$ cat config.mk
export PLATFORM = sky130hd
export DESIGN_NAME = bus_initiator
export DESIGN_NICKNAME = d
export VERILOG_FILES = /design/src/rtl/bus_initiator_pkg.sv /design/src/rtl/bus_initiator.sv
export SDC_FILE = /design/constraint.sdc
export NUM_CORES = 1
export LEC_CHECK = 0
export ABC_AREA = 1
export BUFFER_PORTS_ARGS = -buffer_cell sky130_fd_sc_hd__buf_2
export CORE_MARGIN = 2
export CORE_UTILIZATION = 48
export CTS_BUF_LIST = sky130_fd_sc_hd__clkbuf_16
export CTS_CLUSTER_DIAMETER = 150
export DETAILED_ROUTE_END_ITERATION = 12
export PLACE_DENSITY = 0.89
export SLEW_MARGIN = 20
export SYNTH_ARGS = -nofsm -noshare
export SYNTH_HDL_FRONTEND = slang
export SYNTH_SLANG_ARGS = --single-unit
$ cat constraint.sdc
create_clock -name clk -period 2.2 [get_ports clk]
set_input_delay 0.11 -clock clk [delete_from_list [all_inputs] [get_ports clk]]
set_output_delay 0.11 -clock clk [all_outputs]
set_load 0.01 [all_outputs]
$ cat src/rtl/bus_initiator_pkg.sv
// Shared types for the bus initiator, future bus slaves and the interconnect.
package bus_initiator_pkg;

    // Transaction phase of a bus master.
    typedef enum logic [1:0] {
        IDLE = 2'd0,
        BUS  = 2'd1,
        RESP = 2'd2
    } bus_state_e;

    // A word access must sit on a 4-byte boundary.
    function automatic logic addr_misaligned(input logic [1:0] addr_lsb);
        return addr_lsb != 2'b00;
    endfunction

endpackage

$ cat src/rtl/bus_initiator.sv
// Single-outstanding bus initiator: accepts a command, runs one bus cycle with
// an ack timeout, then holds the response until the consumer takes it.
module bus_initiator
    import bus_initiator_pkg::*;
#(
    parameter int       ADDR_WIDTH = 32,
    parameter int       DATA_WIDTH = 32,
    parameter int       TIMEOUT    = 16,
    parameter logic     ALIGNED    = 1'b1
) (
    input  logic                  clk,
    input  logic                  n_rst,
    // command
    input  logic                  i_req_valid,
    output logic                  o_req_ready,
    input  logic [ADDR_WIDTH-1:0] i_req_addr,
    input  logic                  i_req_wnr,
    input  logic [DATA_WIDTH-1:0] i_req_wdata,
    // response
    output logic                  o_rsp_valid,
    input  logic                  i_rsp_ready,
    output logic [DATA_WIDTH-1:0] o_rsp_rdata,
    output logic                  o_rsp_err,
    // bus
    output logic [ADDR_WIDTH-1:0] o_address,
    output logic                  o_data_valid,
    output logic                  o_wr,
    output logic [DATA_WIDTH-1:0] o_data_out,
    input  logic [DATA_WIDTH-1:0] i_data_in,
    input  logic                  i_data_ack
);

    localparam int              CNT_W    = $clog2(TIMEOUT + 1);
    localparam logic [CNT_W-1:0] CNT_LAST = CNT_W'(TIMEOUT - 1);

    bus_state_e            state_q;
    logic [ADDR_WIDTH-1:0] addr_q;
    logic                  wr_q;
    logic [DATA_WIDTH-1:0] wdata_q;
    logic [DATA_WIDTH-1:0] rdata_q;
    logic                  err_q;
    logic [CNT_W-1:0]      cnt_q;

    logic reject;
    assign reject = (ALIGNED == 1'b1) && addr_misaligned(i_req_addr[1:0]);

    // Transaction FSM; bus fields are cleared whenever the bus cycle ends so
    // they read as zero outside BUS, and the response clears on hand-off.
    always_ff @(posedge clk or negedge n_rst) begin
        if (!n_rst) begin
            state_q <= IDLE;
            addr_q  <= '0;
            wr_q    <= 1'b0;
            wdata_q <= '0;
            rdata_q <= '0;
            err_q   <= 1'b0;
            cnt_q   <= '0;
        end else begin
            case (state_q)
                IDLE: begin
                    if (i_req_valid) begin
                        if (reject) begin
                            state_q <= RESP;
                            err_q   <= 1'b1;
                            rdata_q <= '0;
                        end else begin
                            state_q <= BUS;
                            addr_q  <= i_req_addr;
                            wr_q    <= i_req_wnr;
                            wdata_q <= i_req_wdata;
                            cnt_q   <= '0;
                        end
                    end
                end
                BUS: begin
                    // An ack on the last allowed cycle still wins over timeout.
                    if (i_data_ack) begin
                        state_q <= RESP;
                        rdata_q <= wr_q ? '0 : i_data_in;
                        err_q   <= 1'b0;
                        addr_q  <= '0;
                        wr_q    <= 1'b0;
                        wdata_q <= '0;
                    end else if (cnt_q == CNT_LAST) begin
                        state_q <= RESP;
                        rdata_q <= '0;
                        err_q   <= 1'b1;
                        addr_q  <= '0;
                        wr_q    <= 1'b0;
                        wdata_q <= '0;
                    end else begin
                        cnt_q <= cnt_q + 1'b1;
                    end
                end
                RESP: begin
                    if (i_rsp_ready) begin
                        state_q <= IDLE;
                        rdata_q <= '0;
                        err_q   <= 1'b0;
                    end
                end
                default: state_q <= IDLE;
            endcase
        end
    end

    assign o_req_ready  = (state_q == IDLE);
    assign o_data_valid = (state_q == BUS);
    assign o_rsp_valid  = (state_q == RESP);
    assign o_address    = addr_q;
    assign o_wr         = wr_q;
    assign o_data_out   = wdata_q;
    assign o_rsp_rdata  = rdata_q;
    assign o_rsp_err    = err_q;

endmodule
==> run_results.csv <==
group,metric,value,unit
clock_network,tritoncts,"done",
route,vias,4582,
critical_path,cp.required,2.46,ns
route,drt_iter0_markers,326,
floorplanning,dieArea,0.0110,mm^2
final_layout,drive_above_1_share,27.6,%
synth,yosys_warnings,0,
timing,worst_pin_slew,0.674,ns
final_layout,mostFrequentLayoutCell,"nand2_1",
power_and_ir_drop,leakagePower,4.23,nW
timing,hold_viol_final,0,
critical_path,crit_buf_inv,2,
power_and_ir_drop,sw_frac_of_total,37.5,%
clock_network,root_buffer,"clkbuf_16",
synth,syn_avg_cell_area,7.66,um^2
route,wl,12.4,mm
global_route,grt_pass1_vias,4246,
timing,timing.hold.ws,0.0105,ns
power_and_ir_drop,ir_drop,0.567,mV
critical_path,cp-end-kind,"register",
critical_path,rr_worst_depth,11,
clock_network,clk_latency,0.33,ns
placed_design,io_buffers,202,
critical_path,crit_arrival,2.23,ns
global_route,track_usage,22.4,%
critical_path,critPathMostFrequentCell,"nand2_1",
critical_path,slowest_stage,"dfrtp_1",
clock_network,htreeDepth,3,
floorplanning,start_util,49.7,%
floorplanning,rows,36,
final_layout,final_cell_mix,"268 x nand2_1, 201 x buf_2, 108 x inv_1",
power_and_ir_drop,pwr_density_cell,1080,mW/mm^2
critical_path,critical_path.max_stage_delay,0.41,ns
route,postRouteAntennaNets,0,
flow_run,maxCapViolations,0,
power_and_ir_drop,p_comb_share,37.5,%
synth,synthesis.nets,744,
route,firstDrtPassIters,4,
critical_path,cp_top_family,"simple AND/OR/NAND/NOR gates",
min_path,holdCritPathClass,"in -> reg",
synth,synthCells,640,
timing,fmax,507,MHz
global_route,globalRoute.totalOverflow,0,
timing,final-setup-viol-count,0,
timing,rsz0062_at_grt,"no",
clock_network,ctsResizeCount,0,
placed_design,dp_hpwl,8.29,mm
final_layout,syn_to_final_growth,34.9,%
status,status,"complete, no violations",
timing,finalCritPeriodShare,89.6,%
min_path,whs_path_depth,3,
placed_design,gp_congestion,0.794,
synth,synthDistinctLibCells,20,
critical_path,crit_chain,"ha_1 > nand2_1 > nor2_1 > ha_1 > nor2_1 > nand2_2 > buf_4 > nand3_2 > buf_12 > nand2_1 > nand2_1",
route,viasPerCell,4.59,
timing,tns,0,ns
power_and_ir_drop,p_int,4.46,mW
global_route,antenna_found_initial,1,
floorplanning,die_h,105,um
floorplanning,chipWidth,105,um
critical_path,path_max_fanout,63,
global_route,grt_max_degree,65,
route,wl_per_cell,12.4,um
final_layout,design_area,0.00661,mm^2
clock_network,cts_buffer_depth,2,
critical_path,crit_cells,11,
clock_network,clock_sinks,105,
floorplanning,fp.coreArea,0.00986,mm^2
clock_network,path_clk_slew,0.06,ns
power_and_ir_drop,pwr-share-seq,40.9,%
route,drc,0,
timing,finalClockSkew,0.00771,ns
synth,synth-seq-area-share,53.6,%
power_and_ir_drop,switchingPower,2.67,mW
final_layout,antenna_cells,0,
timing,relSlewSlack,55.0,%
final_layout,utilization,67.0,%
power_and_ir_drop,p_total,7.13,mW
synth,ys_ff_latch,105,
timing,min_period,1.97,ns
power_and_ir_drop,clockPowerShare,21.6,%
global_route,grt_pass1_wl,20.1,mm
placed_design,place_area,0.00605,mm^2
floorplanning,boundaryPins,203,
timing,maxSlewViolCount,0,
clock_network,numCtsBuffers,9,
critical_path,start_kind,"register",
critical_path,crit_type,"reg -> reg",
synth,synth_area,0.00490,mm^2
final_layout,nets,966,
[repair_timing]
action,in CTS,in global routing
hold buffers,26,0
setup buffers,0,1
hold endpoints to repair,55,0
endpoints found under the setup margin,0,40
[metal layers]
layer | up-vias | share of wire, % | global-route usage (%)
met2 | 195 | 48 | 37.8
met3 | 9 | 7.4 | 4.74
met1 | 2078 | 44 | 29.7
li1 | 2298 | - | -
met4 | 2 | 0.56 | 5.14
met5 | - | 0.10 | 0
[layout make-up]
cell class              count  area [um^2]
clock inverters             6         61.3
repair buffers            239         1420
well taps                 133          166
flip-flops and latches    105         2630
fillers                   787         3250
inverters                 108          405
clock buffers               9          225
multi-input cells         399         1710
[kinds of logic (layout without fill, tap and decap cells)]
logic type,count (synthesis),count (layout),share of synthesized area [%]
and+or+nand+nor,351,352,27.6
buffers and inverters,137,362,11.8
DFF,105,105,53.6
AOI/OAI and AO/OA,44,44,6.25
adders and majority gates,2,2,0.510
xor gates and xnor gates,1,1,0.179
[stage by stage]
step / worst slack (ns) / instances
5_1_grt: 0.0868 / 999
3_5_place_dp: 0.0822 / 956
6_report: 0.229 / 999
4_1_cts: 0.0607 / 997
3_3_place_gp: 0.172 / 956
2_1_floorplan: 0.452 / 640
[cell usage after synthesis, drive strengths merged]
| cell | instances | share of area, % |
|---|---|---|
| a21oi | 4 | 0.41 |
| buf | 22 | 3.0 |
| clkbuf | 7 | 0.54 |
| dfrtp | 105 | 54 |
| ha | 2 | 0.51 |
| inv | 108 | 8.3 |
| nand2 | 270 | 21 |
| nand3 | 6 | 0.82 |
| nor2 | 74 | 5.9 |
| o21ai | 7 | 0.79 |
| o21bai | 33 | 5.1 |
| or2 | 1 | 0.13 |
| xor2 | 1 | 0.18 |
[power groups by stage]
stage / Sequential (mW) / Combinational, mW / Clock, mW
2_1_floorplan: 3.19 / 1.27 / 0
3_3_place_gp: 2.92 / 2.57 / 0
3_5_place_dp: 2.92 / 2.67 / 0
4_1_cts: 2.91 / 2.69 / 1.58
5_1_grt: 2.99 / 2.99 / 1.65
6_report: 2.91 / 2.68 / 1.54
[worst reg2reg max path, stage by stage (launching register included)]
cell,delay [ns]
dfrtp_1,0.41
ha_1,0.22
nand2_1,0.08
nor2_1,0.04
ha_1,0.17
nor2_1,0.20
nand2_2,0.08
buf_4,0.15
nand3_2,0.09
buf_12,0.24
nand2_1,0.15
nand2_1,0.07
[sequential cells by signal (all words and copies together) (netlist names)]
signal and cells:
o_data_out 32, o_rsp_err 1, o_rsp_rdata 32, o_address 32, state_q 2, cnt_q 5
o_wr 1
[path summary, 6_finish.rpt]
check	start	end	slack, ns
max	cnt_q[0]	o_address[26]	0.23
max reg2reg	cnt_q[0]	o_address[26]	0.23
max in group asynchronous	n_rst	o_rsp_rdata[30]	1.32
min	i_data_in[13]	o_rsp_rdata[13]	0.01
min reg2reg	o_address[28]	o_address[28]	0.47
min in group asynchronous	n_rst	o_rsp_rdata[18]	0.27
Note: power is estimated with default switching activity, not from simulation.
